--- config.mk ---
export PLATFORM = sky130hd
export DESIGN_NAME = logger_uart_tx
export DESIGN_NICKNAME = d
export VERILOG_FILES = /design/src/rtl/logger_pkg.sv /design/src/rtl/logger_baud_gen.sv /design/src/rtl/logger_uart_tx.sv
export SDC_FILE = /design/constraint.sdc
export NUM_CORES = 1
export LEC_CHECK = 0
export BUFFER_PORTS_ARGS = -buffer_cell sky130_fd_sc_hd__buf_2
export CORE_MARGIN = 2
export CORE_UTILIZATION = 30
export CTS_BUF_LIST = sky130_fd_sc_hd__clkbuf_8
export DETAILED_ROUTE_END_ITERATION = 6
export MAX_ROUTING_LAYER = met4
export PLACE_DENSITY = 0.49
export REMOVE_ABC_BUFFERS = 1
export SLEW_MARGIN = 15
export SYNTH_ARGS = -nofsm -noshare
export SYNTH_HDL_FRONTEND = slang
export SYNTH_HIERARCHICAL = 1
export SYNTH_SLANG_ARGS = --single-unit
--- constraint.sdc ---
create_clock -name clk -period 7.2 [get_ports clk]
set_input_delay 1.08 -clock clk [delete_from_list [all_inputs] [get_ports clk]]
set_output_delay 1.08 -clock clk [all_outputs]
set_load 0.03 [all_outputs]
--- src/rtl/logger_pkg.sv ---
// Definitions shared by the event logger stages: ASCII framing characters,
// the UART transmitter state encoding and a baud divisor helper.
package logger_pkg;

    localparam logic [7:0] ASCII_COMMA   = 8'h2C;
    localparam logic [7:0] ASCII_NEWLINE = 8'h0A;

    typedef enum logic [2:0] {
        IDLE,
        FETCH,
        START,
        DATA,
        STOP
    } uart_state_t;

    // Rounds to the nearest whole number of clocks per bit.
    function automatic int clks_per_bit(input int clk_hz, input int baud);
        return (clk_hz + baud / 2) / baud;
    endfunction

endpackage

--- src/rtl/logger_baud_gen.sv ---
// Bit-period timer for the logger UART: counts clocks within one bit and
// flags the last clock of the bit so the FSM can advance.
module logger_baud_gen #(
    parameter int CLKS_PER_BIT = 868
) (
    input  logic clk,
    input  logic rst_n,
    input  logic clear,
    input  logic enable,
    output logic bit_done
);

    localparam int            CW   = (CLKS_PER_BIT > 1) ? $clog2(CLKS_PER_BIT) : 1;
    localparam logic [CW-1:0] LAST = CW'(CLKS_PER_BIT - 1);

    logic [CW-1:0] baud_cnt;

    always_ff @(posedge clk) begin
        if (!rst_n) begin
            baud_cnt <= '0;
        end else if (clear) begin
            baud_cnt <= '0;
        end else if (enable) begin
            if (baud_cnt == LAST) begin
                baud_cnt <= '0;
            end else begin
                baud_cnt <= baud_cnt + CW'(1);
            end
        end
    end

    assign bit_done = enable && (baud_cnt == LAST);

endmodule

--- src/rtl/logger_uart_tx.sv ---
// Drains ASCII bytes from the logger FIFO and sends each as an 8N1/8N2 UART
// frame, counting completed bytes and completed lines (newline bytes).
//
// state | meaning
// IDLE  | line high; pop the FIFO when it has data
// FETCH | capture the popped byte (read latency 1)
// START | start bit, line low for one bit period
// DATA  | eight data bits, LSB first
// STOP  | STOP_BITS bit periods high, then update counters
module logger_uart_tx
    import logger_pkg::*;
#(
    parameter int CLK_FREQ_HZ = 100_000_000,
    parameter int BAUD        = 115200,
    parameter int STOP_BITS   = 1,
    parameter int CNT_W       = 32
) (
    input  logic             clk,
    input  logic             rst_n,
    input  logic             fifo_empty,
    output logic             fifo_rd_en,
    input  logic [7:0]       fifo_dout,
    output logic             uart_txd,
    output logic             tx_busy,
    output logic [CNT_W-1:0] bytes_sent,
    output logic [CNT_W-1:0] lines_sent
);

    localparam int         CLKS_PER_BIT = clks_per_bit(CLK_FREQ_HZ, BAUD);
    localparam logic [2:0] LAST_DATA    = 3'd7;
    localparam logic [2:0] LAST_STOP    = 3'(STOP_BITS - 1);

    generate
        if (CLKS_PER_BIT < 2) begin : g_bad_baud
            $error("logger_uart_tx: CLKS_PER_BIT must be at least 2");
        end
        if ((STOP_BITS != 1) && (STOP_BITS != 2)) begin : g_bad_stop
            $error("logger_uart_tx: STOP_BITS must be 1 or 2");
        end
    endgenerate

    uart_state_t state;
    logic [7:0]  shreg;
    logic [7:0]  byte_q;
    logic [2:0]  bit_idx;
    logic        bit_done;
    logic        baud_clear;
    logic        baud_en;

    assign baud_clear = (state == IDLE) || (state == FETCH);
    assign baud_en    = (state == START) || (state == DATA) || (state == STOP);

    logger_baud_gen #(
        .CLKS_PER_BIT(CLKS_PER_BIT)
    ) u_baud_gen (
        .clk     (clk),
        .rst_n   (rst_n),
        .clear   (baud_clear),
        .enable  (baud_en),
        .bit_done(bit_done)
    );

    // Gated by rst_n so nothing is popped while reset is held.
    assign fifo_rd_en = rst_n && (state == IDLE) && !fifo_empty;
    assign tx_busy    = (state != IDLE);

    // uart_txd is loaded with the level of the state being entered, so the
    // pin is a pure flop output aligned to the state register.
    always_ff @(posedge clk) begin
        if (!rst_n) begin
            state      <= IDLE;
            uart_txd   <= 1'b1;
            shreg      <= '0;
            byte_q     <= '0;
            bit_idx    <= '0;
            bytes_sent <= '0;
            lines_sent <= '0;
        end else begin
            case (state)
                IDLE: begin
                    uart_txd <= 1'b1;
                    if (!fifo_empty) begin
                        state <= FETCH;
                    end
                end
                FETCH: begin
                    shreg    <= fifo_dout;
                    byte_q   <= fifo_dout;
                    uart_txd <= 1'b0;
                    state    <= START;
                end
                START: begin
                    if (bit_done) begin
                        bit_idx  <= '0;
                        uart_txd <= shreg[0];
                        state    <= DATA;
                    end
                end
                DATA: begin
                    if (bit_done) begin
                        shreg <= {1'b0, shreg[7:1]};
                        if (bit_idx == LAST_DATA) begin
                            bit_idx  <= '0;
                            uart_txd <= 1'b1;
                            state    <= STOP;
                        end else begin
                            bit_idx  <= bit_idx + 3'd1;
                            uart_txd <= shreg[1];
                        end
                    end
                end
                STOP: begin
                    uart_txd <= 1'b1;
                    if (bit_done) begin
                        if (bit_idx == LAST_STOP) begin
                            bit_idx    <= '0;
                            bytes_sent <= bytes_sent + CNT_W'(1);
                            if (byte_q == ASCII_NEWLINE) begin
                                lines_sent <= lines_sent + CNT_W'(1);
                            end
                            state <= IDLE;
                        end else begin
                            bit_idx <= bit_idx + 3'd1;
                        end
                    end
                end
                default: begin
                    uart_txd <= 1'b1;
                    state    <= IDLE;
                end
            endcase
        end
    end

endmodule
==> impl_metrics.csv <==
group,metric,value,unit
route,vias,4017,
sta,hold_violations,0,
route,drt-total-wl,11190,um
pwr,power_frac_clock,41.0,%
flow_run,cap_violations,0,
global_routing,grt_pass1_vias,3796,
pwr,p_comb_share,5.5,%
run_status,status,"finished clean",
cells_and_area,seq_area,1942,um2
route,drt_iter0_drc,192,
floorplan,initial_core_util,30.59,%
route,via_per_inst,5.046,
cts,cts.htree.levels,3,
floorplan,ios,78,
sta,worst_slew_pin_slew,1.042,ns
cts,clock_latency,0.38,ns
worst_setup_path,required,7.51,ns
floorplan,die_y,128.5,um
pwr,pwr_density_cell,191.9,nW/um2
cts,clk_pin_slew_worst_paths,0.09,ns
worst_setup_path,worstPathMaxFanout,23,
cts,cts_buffers,9,
route,drc,0,
cts,cts_tree,"yes",
sta,setup_viol,0,
worst_setup_path,critPathKind,"flop to flop",
synth,ys.warnings.count,6,
pwr,p_sw,241.0,uW
sta,slew_violations,0,
cells_and_area,area_delta_synth_final,16.01,%
placed_design,gp_congestion,0.7643,
floorplan,die_area,16510,um2
synth,netlist_area,4651,um2
sta,max_freq,0.2381,GHz
floorplan,rows,45,
sta,tns,0,ns
floorplan,fp.dieW,128.5,um
cts,cts_setup_buffers,0,
pwr,swShare,23.28,%
synth,yosysSeqAreaShare,41.75,%
global_routing,grt.overflow.total,0,
route,antenna_left,0,
synth,synth_cells,543,
floorplan,coreArea,15200,um2
cts,cts_root_buffer,"clkbuf_8",
pwr,p_seq_share,53.5,%
global_routing,grt_antenna_before_repair,1,
placed_design,dp_hpwl,7737,um
cells_and_area,n_fill_cell,1589,
cts,cts.path.max_buffers,2,
synth,ys_ff_latch,97,
global_routing,grt_usage,14.47,%
synth,syn_area_per_cell,8.565,um2
sta,rsz0062_at_grt,"no",
placed_design,port_buffers,77,
pwr,internal-power,794.4,uW
cells_and_area,nNetsFinal,619,
sta,period_share,58.33,%
worst_hold_path,min_path_type,"flop to flop",
synth,ys_types,49,
pwr,power.leakage,0.001980,uW
worst_setup_path,crit_arrival,4.51,ns
sta,fin_crit,4.200,ns
pwr,ir_drop,0.07261,mV
cts,cts_resized,0,
cells_and_area,final_cell_mix,"dfxtp_1 (97), buf_2 (77), nor2_1 (69)",
cells_and_area,layout_commonest_cell,"dfxtp_1",
global_routing,grt_pass1_wl,18700,um
cts,clock_sinks,97,
cells_and_area,drive_above_1_share,17.79,%
sta,final.setup_skew,0.01263,ns
global_routing,grt_max_degree,84,
cells_and_area,multi_input_area,2509,um2
sta,relSlewSlack,30.40,%
route,drtPass1Iterations,4,
worst_setup_path,worst_setup_path_end_kind,"flop",
route,wl_per_cell,14.06,um
sta,timing.hold.ws,0.4663,ns
cts,ctsHoldBuffers,0,
worst_setup_path,setup.worst_path.start_class,"flop",
## per-layer routing
metal | wire length (um) | GRT usage, %
met5 | 0 | -
met4 | 294 | 7.545
met3 | 370 | 2.079
met2 | 5037 | 21.37
met1 | 5491 | 19.21
## power by group through the flow
stage	sequential [uW]	clock [uW]	combinational, uW
final	554	424	57.4
after global routing	556	462	65.3
after CTS	554	443	58.2
after detailed placement	566	0	58.1
after global placement	566	0	57.2
after floorplan	566	0	39.9
## synthesized netlist by cell type, drive strengths merged
library cell / n / area (um2)
or3b: 1 / 8.760
xor2: 17 / 148.9
nor2b: 2 / 12.51
buf: 6 / 35.03
o22ai: 1 / 6.260
clkbuf: 25 / 93.84
nand4: 24 / 156.4
a21oi: 35 / 175.2
a21bo: 1 / 10.01
xnor2: 35 / 306.5
a32oi: 1 / 8.760
nor4: 18 / 137.6
o211ai: 2 / 15.01
nand3: 25 / 125.1
or3: 7 / 43.79
a2111oi: 1 / 8.760
nand2: 39 / 146.4
a2bb2oi: 1 / 8.760
or4: 7 / 52.55
nand2b: 8 / 50.05
nand3b: 2 / 15.01
nor3b: 3 / 27.52
and4: 8 / 70.07
o31ai: 7 / 52.55
o41ai: 1 / 27.53
or4b: 1 / 13.76
nor2: 69 / 259.0
o21ai: 10 / 50.05
and2: 5 / 31.28
or2: 2 / 12.52
dfxtp: 97 / 1942
nor3: 17 / 85.08
ha: 6 / 75.07
and3: 5 / 31.28
mux2i: 19 / 190.2
a31o: 3 / 26.28
and3b: 1 / 8.760
o311ai: 2 / 17.52
inv: 19 / 71.32
nor4b: 3 / 32.53
a311oi: 7 / 61.31
## registers in the layout, summed over array words and instances (netlist names)
| register | cells |
|---|---|
| byte_q | 8 |
| lines_sent | 32 |
| bit_idx | 3 |
| state | 3 |
| u_baud_gen/baud_cnt | 10 |
| bytes_sent | 32 |
| uart_txd | 1 |
| shreg | 8 |
## worst paths after layout
check	startpoint	to	slack (ns)	depth (start not counted)
worst max-delay path	state[2]	lines_sent[31]	3.00	10
worst min-delay path	shreg[7]	shreg[7]	0.47	2
worst max register to register	state[2]	lines_sent[31]	3.00	10
worst min register to register	shreg[7]	shreg[7]	0.47	2
## logic make-up (layout without fill, tap and decap cells)
| logic type | after synthesis | after routing | synth area share [%] |
|---|---|---|---|
| AOI/OAI and AO/OA | 72 | 72 | 10.06 |
| xor gates and xnor gates | 52 | 52 | 9.793 |
| adders and majority gates | 6 | 6 | 1.614 |
| buffers and inverters | 50 | 114 | 4.305 |
| DFF | 97 | 97 | 41.75 |
| muxes | 19 | 19 | 4.089 |
| other | 0 | 1 | 0 |
| and+or+nand+nor | 247 | 247 | 28.38 |
## worst max-delay path, cell delays in order (launching register included)
cell	delay (ns)
dfxtp_1	0.53
or3b_2	0.53
nand2_1	0.21
inv_1	0.15
nor4_1	0.30
buf_4	0.20
and3b_1	0.31
nand4_2	0.54
nor4_2	0.85
nor3b_1	0.32
mux2i_1	0.20
## through the flow
step / setup slack (ns) / total power (uW) / area, um2 / util, % / cells
final: 3.000 / 1035 / 5395 / 35.49 / 796
after global routing: 2.618 / 1084 / 5395 / 35.49 / 796
after CTS: 2.980 / 1056 / 5393 / 35.47 / 795
after detailed placement: 3.004 / 624.6 / 5157 / 33.93 / 779
after global placement: 3.183 / 623.3 / 5157 / 33.93 / 779
after floorplan: 3.375 / 605.5 / 4522 / - / 512
## final cells by class
class                           instances  share of cell area (%)
Tap cell                              188                   4.360
Clock buffer                            9                   2.296
Timing Repair Buffer                   79                   7.421
Sequential cell                        97                   35.99
Inverter                               19                   1.322
Multi-Input combinational cell        396                   46.50
Antenna cell                            1                 0.04638
Clock inverter                          7                   2.064
Note: power is estimated with default switching activity, not from simulation.
